--- src/rtl/mem_access_pkg.sv ---
// Shared types and encodings for the RV32 memory-access stage.
// Holds the decoded-instruction struct, funct3 codes and the alignment rule.
package mem_access_pkg;

  localparam int unsigned XLEN = 32;

  localparam logic [2:0] F3_LB  = 3'b000;
  localparam logic [2:0] F3_LH  = 3'b001;
  localparam logic [2:0] F3_LW  = 3'b010;
  localparam logic [2:0] F3_LBU = 3'b100;
  localparam logic [2:0] F3_LHU = 3'b101;
  localparam logic [2:0] F3_SB  = 3'b000;
  localparam logic [2:0] F3_SH  = 3'b001;
  localparam logic [2:0] F3_SW  = 3'b010;

  typedef struct packed {
    logic       is_load;
    logic       is_store;
    logic [2:0] funct3;
    logic [4:0] rd;
    logic       writes_to_reg;
    logic       writes_to_freg_as_rv32f;
  } instructions;

  typedef enum logic {
    IDLE = 1'b0,
    REQ  = 1'b1
  } state_t;

  // size is funct3[1:0]: 0 byte, 1 half, anything else treated as a word.
  function automatic logic is_misaligned(input logic [1:0] size, input logic [1:0] off);
    logic bad;
    case (size)
      2'b00:   bad = 1'b0;
      2'b01:   bad = off[0];
      default: bad = (off != 2'b00);
    endcase
    return bad;
  endfunction

endpackage

--- src/rtl/mem_access_load_align.sv ---
// Picks the addressed byte/halfword out of a read word and extends it.
module load_align
  import mem_access_pkg::*;
(
  input  logic [XLEN-1:0] rdata,
  input  logic [1:0]      off,
  input  logic [2:0]      funct3,
  output logic [XLEN-1:0] value_c
);

  logic [7:0]  byte_c;
  logic [15:0] half_c;

  always_comb begin
    byte_c = rdata[7:0];
    case (off)
      2'd1:    byte_c = rdata[15:8];
      2'd2:    byte_c = rdata[23:16];
      2'd3:    byte_c = rdata[31:24];
      default: byte_c = rdata[7:0];
    endcase
    half_c = off[1] ? rdata[31:16] : rdata[15:0];
  end

  always_comb begin
    value_c = rdata;
    case (funct3)
      F3_LB:   value_c = {{24{byte_c[7]}}, byte_c};
      F3_LBU:  value_c = {24'd0, byte_c};
      F3_LH:   value_c = {{16{half_c[15]}}, half_c};
      F3_LHU:  value_c = {16'd0, half_c};
      default: value_c = rdata;
    endcase
  end

endmodule

--- src/rtl/mem_access.sv ---
// RV32 memory-access stage: issues one load/store over a req/ack port,
// or passes ALU results straight through to write-back.
module mem_access
  import mem_access_pkg::*;
#(
  parameter int unsigned ADDR_WIDTH = 32
) (
  input  logic                  clk,
  input  logic                  rstn,
  input  logic                  enabled,
  input  instructions           instr,
  input  logic [XLEN-1:0]       ex_result,
  input  logic [XLEN-1:0]       rs2_data,
  input  logic                  is_jump_chosen,
  output logic                  mem_req,
  output logic                  mem_we,
  output logic [ADDR_WIDTH-1:0] mem_addr,
  output logic [3:0]            mem_wstrb,
  output logic [XLEN-1:0]       mem_wdata,
  input  logic                  mem_ack,
  input  logic [XLEN-1:0]       mem_rdata,
  output instructions           instr_n,
  output logic [XLEN-1:0]       data,
  output logic                  is_jump_chosen_n,
  output logic                  misaligned,
  output logic                  completed
);

  state_t          state;
  logic [1:0]      off_q;
  logic [3:0]      strb_c;
  logic [XLEN-1:0] wdata_c;
  logic [XLEN-1:0] load_c;

  // Store lane replication; byte enables select which copy memory keeps.
  always_comb begin
    strb_c  = 4'b0000;
    wdata_c = '0;
    if (instr.is_store) begin
      case (instr.funct3)
        F3_SB: begin
          strb_c  = 4'b0001 << ex_result[1:0];
          wdata_c = {4{rs2_data[7:0]}};
        end
        F3_SH: begin
          strb_c  = 4'b0011 << ex_result[1:0];
          wdata_c = {2{rs2_data[15:0]}};
        end
        default: begin
          strb_c  = 4'b1111;
          wdata_c = rs2_data;
        end
      endcase
    end
  end

  load_align u_load_align (
    .rdata   (mem_rdata),
    .off     (off_q),
    .funct3  (instr_n.funct3),
    .value_c (load_c)
  );

  always_ff @(posedge clk or negedge rstn) begin
    if (!rstn) begin
      state            <= IDLE;
      off_q            <= 2'b00;
      mem_req          <= 1'b0;
      mem_we           <= 1'b0;
      mem_addr         <= '0;
      mem_wstrb        <= 4'b0000;
      mem_wdata        <= '0;
      instr_n          <= '0;
      data             <= '0;
      is_jump_chosen_n <= 1'b0;
      misaligned       <= 1'b0;
      completed        <= 1'b0;
    end else begin
      case (state)
        IDLE: begin
          if (enabled) begin
            instr_n          <= instr;
            is_jump_chosen_n <= is_jump_chosen;
            off_q            <= ex_result[1:0];
            if (!instr.is_load && !instr.is_store) begin
              data       <= ex_result;
              misaligned <= 1'b0;
              completed  <= 1'b1;
            end else if (is_misaligned(instr.funct3[1:0], ex_result[1:0])) begin
              data       <= '0;
              misaligned <= 1'b1;
              completed  <= 1'b1;
            end else begin
              state      <= REQ;
              mem_req    <= 1'b1;
              mem_we     <= instr.is_store;
              mem_addr   <= ADDR_WIDTH'({ex_result[XLEN-1:2], 2'b00});
              mem_wstrb  <= strb_c;
              mem_wdata  <= wdata_c;
              misaligned <= 1'b0;
              completed  <= 1'b0;
            end
          end
        end
        REQ: begin
          // Request fields stay frozen until memory acknowledges.
          if (mem_ack) begin
            state     <= IDLE;
            mem_req   <= 1'b0;
            completed <= 1'b1;
            data      <= instr_n.is_load ? load_c : '0;
          end
        end
        default: state <= IDLE;
      endcase
    end
  end

endmodule

--- config.mk ---
export PLATFORM = sky130hd
export DESIGN_NAME = mem_access
export DESIGN_NICKNAME = d
export VERILOG_FILES = /design/src/rtl/mem_access_pkg.sv /design/src/rtl/mem_access_load_align.sv /design/src/rtl/mem_access.sv
export SDC_FILE = /design/constraint.sdc
export NUM_CORES = 1
export LEC_CHECK = 0
export ABC_AREA = 1
export ABC_CLOCK_PERIOD_IN_PS = 1900
export CAP_MARGIN = 20
export CORE_MARGIN = 2
export CORE_UTILIZATION = 44
export DETAILED_ROUTE_END_ITERATION = 7
export PLACE_DENSITY = 0.81
export SLEW_MARGIN = 20
export SYNTH_ARGS = -nofsm -noshare
export SYNTH_HDL_FRONTEND = slang
export SYNTH_SLANG_ARGS = --single-unit
export TNS_END_PERCENT = 100
--- constraint.sdc ---
create_clock -name clk -period 1.9 [get_ports clk]
set_clock_uncertainty 0.05 [all_clocks]
set_input_delay 0.57 -clock clk [delete_from_list [all_inputs] [get_ports clk]]
set_output_delay 0.57 -clock clk [all_outputs]
set_load 0.01 [all_outputs]
==> impl_metrics.env <==
export IMPL_dp_cells=1184
export IMPL_critical_path_max_fanout=4
export IMPL_clock_path_buffers=2
export IMPL_synthCells=775
export IMPL_ys_ff_latch=118
export IMPL_antenna_cells=0
export IMPL_final_cell_mix="nand2_1 (223), nor2_1 (152), dfrtp_1 (118)"
export IMPL_grt_ovfl_total=0
export IMPL_drtAntennaViolNets=0
export IMPL_cts_buffers=17
export IMPL_wl_per_cell_um=15.30
export IMPL_critical_path_endpoint_type="primary output"
export IMPL_hold_viol=0
export IMPL_grt_usage=0.2673
export IMPL_cts_resized=115
export IMPL_cts_tree="yes"
export IMPL_worst_path_stages=1
export IMPL_syn_area_per_cell_sq_um=7.489
export IMPL_initialDrtViolationCount=453
export IMPL_leakage_nw=4.647
export IMPL_area_delta_synth_final_pct=55.59
export IMPL_start_kind="register"
export IMPL_postRouteWirelength_um=18610
export IMPL_fp_dieH_um=118.9
export IMPL_netlist_area_sq_mm=0.005804
export IMPL_peakVddDrop_mv=0.5753
export IMPL_cts_sinks=118
export IMPL_critPathSlowestCell="dfrtp_1"
export IMPL_worstPathArrival_ps=1160
export IMPL_vias_per_cell=4.999
export IMPL_yosysUniqueCellTypes=33
export IMPL_wl_met2_um=9021
export IMPL_grt_max_degree=42
export IMPL_topRoutingLayerUsed="met4"
export IMPL_slew_viol_final=0
export IMPL_timing_fmax_mhz=563.0
export IMPL_nNetsFinal=1144
export IMPL_dp_slack_ps=-361.4
export IMPL_dpl_hpwl_um=13520
export IMPL_synth_warnings=0
export IMPL_clk_latency_ps=410
export IMPL_wl_met1_um=7670
export IMPL_fin_crit_sh=0.9349
export IMPL_wl_met3_um=1474
export IMPL_grt_antenna_before_repair=0
export IMPL_powerDensity_mw_per_mm2=1106
export IMPL_worst_path_buf_inv=1
export IMPL_drtPass1Iterations=5
export IMPL_final_common_cell="nand2_1"
export IMPL_ioPinCount=230
export IMPL_vias=6079
export IMPL_worstPathRequired_ps=1280
export IMPL_timing_final_ws_setup_ps=123.7
export IMPL_post_cts_buffers=0
export IMPL_rsz0062_at_grt="no"
export IMPL_fill_cells=1080
export IMPL_start_util=0.4544
export IMPL_min_path_type="input port to async pin"
export IMPL_timing_worst_setup_path_type="register to primary output"
export IMPL_dieWidth_um=118.9
export IMPL_ys_seq_area_frac=0.5087
export IMPL_h_tree_depth=4
export IMPL_period_needed_ps=1776
export IMPL_crit_chain="dlygate4sd2_1"
export IMPL_cp_top_family="flip-flops"
export IMPL_status="finished clean"
export IMPL_max_cap_viol_count=0
export IMPL_setup_viol=0
export IMPL_gp_congestion=0.9103
export IMPL_first_global_vias=5934
export IMPL_core_sq_mm=0.01277
export IMPL_drcViolationCount=0
export IMPL_drive_gt1_frac=0.09770
export IMPL_grt_pass1_wl_um=29800
export IMPL_rows=41
export IMPL_cpPeakStageDelay_ps=420
export IMPL_clkTransAtPathRegs_ps=50
export IMPL_dieArea_sq_mm=0.01413
export IMPL_fin_cells=1216
export IMPL_portBuffers=227
export IMPL_cts_root_buf="clkbuf_16"
export IMPL_totalPowerFinal_w=0.009984
export IMPL_hold_buffers=0
export IMPL_reg2reg_depth=7
==> through the flow <==
stage | setup TNS, ps | cell area, sq um | hold WS, ps | util
final | 0 | 9031 | 20.64 | 0.7070
after global routing | 0 | 9031 | 33.87 | 0.7070
after CTS | 0 | 9025 | 15.58 | 0.7065
after detailed placement | -24070 | 8528 | 411.8 | 0.6676
after global placement | -18640 | 8528 | 406.6 | 0.6676
after floorplan | 0 | 5808 | 224.4 | -
==> Yosys cell counts (all sizes together) <==
cell     instances  share of area
nand3b           2         0.0026
nor3             1         0.0017
o2111ai          1         0.0015
o21ai           90          0.081
inv             67          0.044
or2              1         0.0011
nand4            1         0.0011
a21oi           40          0.035
o31ai            1         0.0013
nand3           26          0.025
nor2           153          0.099
dfrtp          118           0.51
a31oi            1         0.0011
buf             24          0.028
clkbuf          14         0.0093
o221ai           1         0.0015
o22a             1         0.0015
conb             1        0.00065
o22ai            5         0.0054
nand2          227           0.15
==> cells by family (layout without fill, tap and decap cells) <==
kind of cell	count (synthesis)	in the layout	share of synthesized area
compound gates	140	140	0.1283
buf+inv	105	373	0.08127
other cells	1	2	0.0006461
simple gates	411	411	0.2811
flops	118	118	0.5087
==> metal layers <==
metal  vias up  global-route usage
li1       2945                   -
met5         -                   0
met3        38             0.06657
met1      2803              0.3369
met4         0             0.09524
met2       293              0.4468
==> registers in the layout, indices dropped and copies added (netlist names) <==
signal and cells:
mem_addr 30, data 32, misaligned 1, is_jump_chosen_n 1
mem_wstrb 4, instr_n 12, off_q 2, completed 1
mem_wdata 32, state 1, mem_we 1, mem_req 1
==> path summary, 6_finish.rpt <==
kind | startpoint | endpoint | slack [ps]
setup / recovery | instr_n[7] | instr_n[7] | 120
hold reg to reg | instr_n[3] | instr_n[3] | 420
setup reg to reg | instr_n[8] | data[25] | 260
max in group asynchronous | rstn | data[3] | 1250
hold / removal | rstn | mem_addr[3] | 20
min in group clk | instr_n[3] | instr_n[3] | 420
==> where the power goes <==
group          internal [W]  total (W)  switching, W
clock               0.00230    0.00349       0.00119
sequential          0.00313    0.00350      0.000364
combinational       0.00137    0.00300       0.00162
total               0.00680    0.00998       0.00318
==> area by class of cell <==
cell class,instances,area [sq um],share of cell area
Tap cell,172,215.2,0.02383
Timing Repair Buffer,274,2579,0.2855
Multi-Input combinational cell,553,2390,0.2646
Clock inverter,12,173.9,0.01926
Sequential cell,118,2953,0.3270
Inverter,67,254.0,0.02812
Clock buffer,20,466.7,0.05168
No activity file was read; power rests on OpenSTA's default activity.
